<file path="src/rtl/wb_serial_tx.sv">
// Wishbone-slave serial transmitter: bus writes queue words in a FIFO, and each
// word is sent on data_o as a framed serial word (START slot, bits, GAP).
module wb_serial_tx #(
  parameter int unsigned DATA_W     = 10,
  parameter int unsigned FIFO_DEPTH = 8,
  parameter int unsigned DIV_W      = 16,
  parameter int unsigned DIV_RST    = 4
) (
  input  logic        CLK_I,
  input  logic        RST_I,
  input  logic        CYC_I,
  input  logic        STB_I,
  input  logic        WE_I,
  input  logic [31:0] ADR_I,
  input  logic [31:0] DAT_I,
  output logic [31:0] DAT_O,
  output logic        ACK_O,
  output logic        data_o,
  output logic        ena_o
);

  localparam int unsigned PTR_W = (FIFO_DEPTH > 1) ? $clog2(FIFO_DEPTH) : 1;
  localparam int unsigned CNT_W = $clog2(FIFO_DEPTH + 1);
  localparam int unsigned BIT_W = $clog2(DATA_W + 1);

  typedef enum logic [1:0] {S_IDLE, S_START, S_SHIFT, S_GAP} state_e;

  state_e            state_q, state_d;
  logic              ack_q, ack_d;
  logic [31:0]       dat_q, dat_d;
  logic              en_q, en_d;
  logic              msb_q, msb_d;
  logic [DIV_W-1:0]  div_q, div_d;
  logic              ovf_q, ovf_d;
  logic [PTR_W-1:0]  wptr_q, wptr_d;
  logic [PTR_W-1:0]  rptr_q, rptr_d;
  logic [CNT_W-1:0]  lvl_q, lvl_d;
  logic [DIV_W-1:0]  tmr_q, tmr_d;
  logic [DIV_W-1:0]  fdiv_q, fdiv_d;
  logic              fmsb_q, fmsb_d;
  logic [BIT_W-1:0]  bits_q, bits_d;
  logic [DATA_W-1:0] sh_q, sh_d;
  logic              data_q, data_d;
  logic              ena_q, ena_d;
  logic [DATA_W-1:0] mem_q [FIFO_DEPTH];

  logic              req, acc, wr;
  logic [1:0]        sel;
  logic              empty, full, busy;
  logic              push, pop;
  logic [DIV_W-1:0]  div_eff;
  logic [31:0]       status;
  logic              unused_bits;

  assign req     = CYC_I & STB_I;
  assign acc     = ack_q & req;
  assign wr      = acc & WE_I;
  assign sel     = ADR_I[3:2];
  assign empty   = (lvl_q == '0);
  assign full    = (lvl_q == CNT_W'(FIFO_DEPTH));
  assign busy    = (state_q != S_IDLE);
  assign div_eff = (div_q < DIV_W'(2)) ? DIV_W'(2) : div_q;
  assign unused_bits = ^{ADR_I[31:4], ADR_I[1:0], DAT_I};

  assign ACK_O  = ack_q;
  assign DAT_O  = dat_q;
  assign data_o = data_q;
  assign ena_o  = ena_q;

  // Next-state logic: bus decode, register updates, FIFO bookkeeping, serializer FSM
  always_comb begin
    ack_d   = req & ~ack_q;
    dat_d   = '0;
    en_d    = en_q;
    msb_d   = msb_q;
    div_d   = div_q;
    ovf_d   = ovf_q;
    wptr_d  = wptr_q;
    rptr_d  = rptr_q;
    lvl_d   = lvl_q;
    state_d = state_q;
    tmr_d   = tmr_q;
    fdiv_d  = fdiv_q;
    fmsb_d  = fmsb_q;
    bits_d  = bits_q;
    sh_d    = sh_q;
    data_d  = data_q;
    ena_d   = ena_q;
    pop     = 1'b0;
    push    = 1'b0;

    status        = '0;
    status[0]     = empty;
    status[1]     = full;
    status[2]     = busy;
    status[3]     = ovf_q;
    status[15:8]  = 8'(lvl_q);

    // Read data is captured on the request cycle so it is valid while ACK_O is high
    if (req && !ack_q && !WE_I) begin
      unique case (sel)
        2'd0: dat_d = 32'(lvl_q);
        2'd1: dat_d = {30'b0, msb_q, en_q};
        2'd2: dat_d = 32'(div_q);
        default: dat_d = status;
      endcase
    end

    if (wr) begin
      unique case (sel)
        2'd1: begin
          en_d  = DAT_I[0];
          msb_d = DAT_I[1];
        end
        2'd2: div_d = DAT_I[DIV_W-1:0];
        2'd3: if (DAT_I[3]) ovf_d = 1'b0;
        default: ;
      endcase
    end

    unique case (state_q)
      S_IDLE: begin
        data_d = 1'b0;
        ena_d  = 1'b0;
        if (!empty && en_q) begin
          pop     = 1'b1;
          sh_d    = mem_q[rptr_q];
          fmsb_d  = msb_q;
          fdiv_d  = div_eff;
          tmr_d   = div_eff - DIV_W'(1);
          ena_d   = 1'b1;
          state_d = S_START;
        end
      end
      S_START: begin
        if (tmr_q == '0) begin
          ena_d   = 1'b0;
          data_d  = fmsb_q ? sh_q[DATA_W-1] : sh_q[0];
          sh_d    = fmsb_q ? (sh_q << 1) : (sh_q >> 1);
          bits_d  = '0;
          tmr_d   = fdiv_q - DIV_W'(1);
          state_d = S_SHIFT;
        end else begin
          tmr_d = tmr_q - DIV_W'(1);
        end
      end
      S_SHIFT: begin
        if (tmr_q == '0) begin
          if (bits_q == BIT_W'(DATA_W - 1)) begin
            data_d  = 1'b0;
            // GAP holds div-1 cycles; the IDLE cycle that follows completes the period
            tmr_d   = fdiv_q - DIV_W'(2);
            state_d = S_GAP;
          end else begin
            data_d = fmsb_q ? sh_q[DATA_W-1] : sh_q[0];
            sh_d   = fmsb_q ? (sh_q << 1) : (sh_q >> 1);
            bits_d = bits_q + BIT_W'(1);
            tmr_d  = fdiv_q - DIV_W'(1);
          end
        end else begin
          tmr_d = tmr_q - DIV_W'(1);
        end
      end
      default: begin
        data_d = 1'b0;
        ena_d  = 1'b0;
        if (tmr_q == '0) state_d = S_IDLE;
        else             tmr_d   = tmr_q - DIV_W'(1);
      end
    endcase

    // A full FIFO still accepts a word when the serializer pops in the same cycle
    if (wr && sel == 2'd0) begin
      if (!full || pop) push  = 1'b1;
      else              ovf_d = 1'b1;
    end

    if (push) wptr_d = wptr_q + PTR_W'(1);
    if (pop)  rptr_d = rptr_q + PTR_W'(1);
    if (push && !pop)      lvl_d = lvl_q + CNT_W'(1);
    else if (pop && !push) lvl_d = lvl_q - CNT_W'(1);
  end

  // FIFO storage; contents need no reset since the level counter is cleared
  always_ff @(posedge CLK_I) begin
    if (push) mem_q[wptr_q] <= DAT_I[DATA_W-1:0];
  end

  // State registers with synchronous reset
  always_ff @(posedge CLK_I) begin
    if (RST_I) begin
      state_q <= S_IDLE;
      ack_q   <= 1'b0;
      dat_q   <= '0;
      en_q    <= 1'b1;
      msb_q   <= 1'b0;
      div_q   <= DIV_W'(DIV_RST);
      ovf_q   <= 1'b0;
      wptr_q  <= '0;
      rptr_q  <= '0;
      lvl_q   <= '0;
      tmr_q   <= '0;
      fdiv_q  <= '0;
      fmsb_q  <= 1'b0;
      bits_q  <= '0;
      sh_q    <= '0;
      data_q  <= 1'b0;
      ena_q   <= 1'b0;
    end else begin
      state_q <= state_d;
      ack_q   <= ack_d;
      dat_q   <= dat_d;
      en_q    <= en_d;
      msb_q   <= msb_d;
      div_q   <= div_d;
      ovf_q   <= ovf_d;
      wptr_q  <= wptr_d;
      rptr_q  <= rptr_d;
      lvl_q   <= lvl_d;
      tmr_q   <= tmr_d;
      fdiv_q  <= fdiv_d;
      fmsb_q  <= fmsb_d;
      bits_q  <= bits_d;
      sh_q    <= sh_d;
      data_q  <= data_d;
      ena_q   <= ena_d;
    end
  end

endmodule

</file>
<file path="config.mk">
export PLATFORM = sky130hd
export DESIGN_NAME = wb_serial_tx
export DESIGN_NICKNAME = d
export VERILOG_FILES = /design/src/rtl/wb_serial_tx.sv
export SDC_FILE = /design/constraint.sdc
export NUM_CORES = 1
export LEC_CHECK = 0
export CORE_MARGIN = 3
export CORE_UTILIZATION = 40
export DETAILED_ROUTE_END_ITERATION = 10
export HOLD_SLACK_MARGIN = 0.15
export PLACE_DENSITY_LB_ADDON = 0.2
export SYNTH_ARGS = -nofsm -noshare
export SYNTH_HDL_FRONTEND = slang
export SYNTH_SLANG_ARGS = --single-unit
</file>
<file path="constraint.sdc">
create_clock -name CLK_I -period 8.1 [get_ports CLK_I]
set_input_delay 1.215 -clock CLK_I [delete_from_list [all_inputs] [get_ports CLK_I]]
set_output_delay 1.215 -clock CLK_I [all_outputs]
set_load 0.01 [all_outputs]
</file>
[Yosys cells after proc, flatten, opt, wreduce, memory -nomap -nowiden]
Memories as Yosys holds them, arrays and structs flattened. A register that Yosys moved wholly into a read port is not among the register bits.
Index checks and enable logic that the tools add are counted.
Word-level totals
  bits in registers: 113
  RAM bits: 80
  output and inout port bits: 35
  memories: 1
Memories
  mem_q: depth 8, width 10, read ports 1, clocked after Yosys merged registers in 1, wr ports 1, RTL line 45  | logic [DATA_W-1:0] mem_q [FIFO_DEPTH];
Operators by class
  add/subtract/negate cells: 9
  order comparisons: 1
  equality and inequality tests: 13
  muxes and demuxes: 46
  bitwise logic cells: 7
  reduce and logical (&&, ||, !) cells: 32
Operator list (number)
  $mux 16: 6
  $pmux 16 s3: 2
  $mux 10: 5
  $sub 16x1->16 const B: 3
  $pmux 10 s3: 1
  $mux 4: 5
  $logic_not 16->1: 1
  $lt 16x2->1 const B: 1
  $mux 1: 16
  $sub 16x2->16 const B: 1
  $reduce_and 2->1: 6
  $mux 2: 5
  $ne 2x2->1 const B: 5
  $reduce_and 5->1: 2
  $add 4x1->4 const B: 2
  $eq 4x4->1 const B: 2
  $pmux 4 s2: 1
  $reduce_bool 2->1: 4
  $add 3x1->3 const B: 2
  $eq 2x2->1 const B: 3
  $logic_and 1x1->1: 6
  $logic_not 1->1: 6
  $mux 3: 2
  $pmux 2 s3: 1
  13 further kinds: 20

[Longest topological paths before layout]
  depth in word-level cells: 12
  depth in mapped cells: 15

[Least setup slack after synthesis]
No wires, ideal clock.
  path type: input to register
  from: input port ADR_I[3]
  to: register lvl_q[3]
  setup time: 70 ps
  data arrival time: 3631 ps
  path slack: 4399 ps
  cell stages on the path: 11
  cell sequence: clkbuf_1 nor3_1 nor3b_2 ha_1 inv_1 ha_1 a21o_1 a21oi_1 xnor2_1 or3_1 a21oi_1
Between the ends
  word-level cells in the longest chain between the ends: 6
  elaborated cells between the ends (all ways): 8
  those cells by class: mux: 2; reduce/logical: 6
Ends and longest elaborated chain
  start, declared: RTL line 14  | input logic [31:0] ADR_I,
  $logic_not 2->1 (*): RTL line 173  | if (wr && sel == 2'd0) begin
  $logic_and 1x1->1 (*): RTL line 173
  $mux 1 (*): RTL line 173
  net push: RTL line 50  | logic push, pop;
  $logic_not 1->1: RTL line 181  | else if (pop && !push) lvl_d = lvl_q - CNT_W'(1);
  $logic_and 1x1->1: RTL line 181
  $reduce_bool 2->1 (no line)
  end signal, assigned: RTL line 219  | lvl_q <= lvl_d;
  end, declared: RTL line 37  | logic [CNT_W-1:0] lvl_q, lvl_d;
The timed path passes the listed nets; every way through them passes the cells marked *.
A chain may end at the register's enable or synchronous reset.

[Worst setup path in the final report]
Ends and elaborated chain as after synthesis.

==> reports/results.ini <==
[finish]
nets=959
fillers=2058
drive_gt1_frac=0.100
num_antenna_cells=0
area_growth_pct=12.8
finalInstanceArea_um2=10100

[drt]
ant_nets=0
routedWlPerCell_um=18.8
drc=0
drtPass1Iterations=5
drt_iter0_drc=468
vias=6559
drt-total-wl_um=22000
avgViaCountPerCell=5.63

[critical_path]
path_class=primary input to flip-flop
critPathTopFamily=simple AND/OR/NAND/NOR gates
cp.required_ps=8470
cpPeakStageDelay_ps=640
cp-start-kind=primary input
path_buf_inv=2
cp_max_fo=10
arrival_ps=4410
path_cells=clkdlybuf4s50_1 -> nor3_1 -> nor3b_2 -> ha_1 -> inv_1 -> ha_1 -> a21o_1 -> a21oi_1 -> xnor2_1 -> or3_1 -> a21oi_1
crit_path_end_kind=flip-flop
cp_slowest_cell=clkdlybuf4s50_1

[yosys]
synthXorXnorAreaFrac=0.0195
synthSimpleGateAreaFrac=0.172
synth-compound-area-share=0.141
synth_cells=861
synth-seq-cells=180
muxShareOfSynthArea=0.103
synth_warnings=0
syn_avg_cell_area_um2=10.4
synth_top_family_by_area=simple AND/OR/NAND/NOR gates
synthAdderAreaFrac=0.0246
async_flop_share=0
synth.distinct_cells=79
ys_seq_area_frac=0.491
ys.flop_type=dfxtp_1
synth.cell_area_um2=8960
synth_edf_count=80

[floorplanning]
die-width_um=156
io_pins=104
die_y_um=156
rows=54
die-area_um2=24200
start_util=0.409
core_um2=21900

[sta]
max_freq_ghz=0.247
setup_ws_ps=4060
clock_skew_ps=22.7
relSlewSlack=0.195
finalSetupTns_ps=0
finalHoldViolCount=0
setup_violations=0
period_needed_ps=4040
worst_pin_slew_ps=1210
slew_violations=0
rsz0062_at_grt=no
period_share=0.499

[clock_network]
cts_made_buffers=17
post_cts_buffers=0
ctsRootBufferMaster=clkbuf_16
holdBufCountCts=0
clk_latency_ps=450
clockBufferDepth=2
cts_resized=0
clkTransAtPathRegs_ps=80
cts_tree=built
htreeDepth=4
cts.sinks=180

[power]
clkPwrFrac=0.236
intPower_mw=2.07
p_per_area_nw_per_um2=366
p_sw_mw=1.63
seqPwrFrac=0.307
p_leak_nw=3.45
p_sw_frac=0.440
p_comb_frac=0.457
ir_drop_mv=0.211

[global_routing]
grt_pass1_wl_um=35300
antenna_found_initial=0
track_usage=0.185
grt_overflow=0
grt_start_max_net_pins=75
first_global_vias=6270

[placed_design]
place.gp.congestion=0.884
postPlaceCellArea_um2=9480
hpwlAfterDp_um=14800
port_buffers=41
dpl_worst_slack_ps=3600

[min_path]
hp-class=flip-flop to flip-flop

[job]
cap_violations=0

[run_status]
status=finished clean

sequential cells by signal, summed over array words and instances (netlist names), 2 cells and up, named ones only:
name,flops
fdiv_q,16
bits_q,4
DAT_O,16
sh_q,10
tmr_q,16
div_q,16
state_q,2
rptr_q,3
mem_q,80
lvl_q,4
wptr_q,3
cell usage after synthesis (21+ instances only):
| master | instances | share of area |
|---|---|---|
| nor2_1 | 71 | 0.030 |
| a21oi_1 | 60 | 0.034 |
| clkbuf_1 | 42 | 0.018 |
| mux2i_1 | 42 | 0.047 |
| nand3_1 | 25 | 0.014 |
| nor3_1 | 21 | 0.012 |
| nand2_1 | 82 | 0.034 |
| dfxtp_1 | 100 | 0.22 |
| mux4_2 | 22 | 0.055 |
| edfxtp_1 | 80 | 0.27 |
| o21ai_0 | 31 | 0.017 |
stage by stage:
| step | power, mW | cells | hold WS (ps) | utilization |
|---|---|---|---|---|
| 2_1_floorplan | 2.45 | 876 | 442 | - |
| 3_3_place_gp | 2.82 | 1134 | 456 | 0.433 |
| 3_5_place_dp | 2.83 | 1134 | 459 | 0.433 |
| 4_1_cts | 3.71 | 1166 | 475 | 0.462 |
| 5_1_grt | 3.95 | 1166 | 492 | 0.462 |
| 6_report | 3.70 | 1166 | 474 | 0.462 |
cell usage in the layout, fill, tap and decap left out, types with 4 or more instances in the layout:
master and n:
clkdlybuf4s50_1 40, xor2_1 11, a211oi_1 16, nand4_1 6
or3_1 8, nor3b_1 9, a31oi_1 7, a21o_1 4
edfxtp_1 80, o211ai_1 4, and2_1 11, nor3_1 21
a21oi_1 60, nor2b_1 14, dfxtp_1 100, xnor2_1 9
o31ai_1 4, o21ai_0 31, nand3_1 25, o21ai_1 7
nor2_1 70, o22ai_1 10, a211o_1 10, conb_1 16
mux4_2 22, ha_1 16, a22oi_1 5, nand2_1 82
clkinv_8 4, inv_12 5, buf_4 9, inv_1 16
nand2b_1 6, nor4_1 14, a21oi_2 4, mux2i_1 42
or4_1 5, clkbuf_16 17
area by class of cell:
| class | instances | area [um^2] | area share |
|---|---|---|---|
| inverters | 17 | 63.8 | 0.00631 |
| multi-input cells | 607 | 4190 | 0.414 |
| clock inverters | 15 | 206 | 0.0204 |
| well taps | 280 | 350 | 0.0346 |
| clock buffers | 17 | 425 | 0.0421 |
| repair buffers | 50 | 473 | 0.0468 |
| flip-flops and latches | 180 | 4400 | 0.435 |
routing by layer:
metal,part of all wire,vias up,track usage
met2,0.46,187,0.291
met1,0.47,3167,0.262
li1,-,3182,-
met3,0.053,23,0.0394
met5,0,-,0
met4,0.014,0,0.0467
final timing paths:
path         startpoint  slack (ps)  depth (start not counted)       end
max            ADR_I[3]        4060                         11  lvl_q[3]
min reg2reg       ACK_O         470                          1     ACK_O
max reg2reg  state_q[0]        4330                         13  lvl_q[3]
min               ACK_O         470                          1     ACK_O
cells by family (layout without fill, tap and decap cells):
group	count (synthesis)	count (layout)
muxes	65	65
xor gates and xnor gates	20	20
buffers and inverters	89	99
DFF	180	180
other	1	16
adders and majority gates	17	17
and+or+nand+nor	297	297
AOI/OAI and AO/OA	192	192
power groups by stage:
stage                     sequential [mW]  clock [mW]  combinational (mW)
after floorplan                      1.11           0                1.34
after global placement               1.15           0                1.66
after detailed placement             1.16           0                1.68
after CTS                            1.13       0.891                1.68
after global routing                 1.15       0.927                1.88
final                                1.14       0.872                1.69
Power figures use the tool's default switching activity.
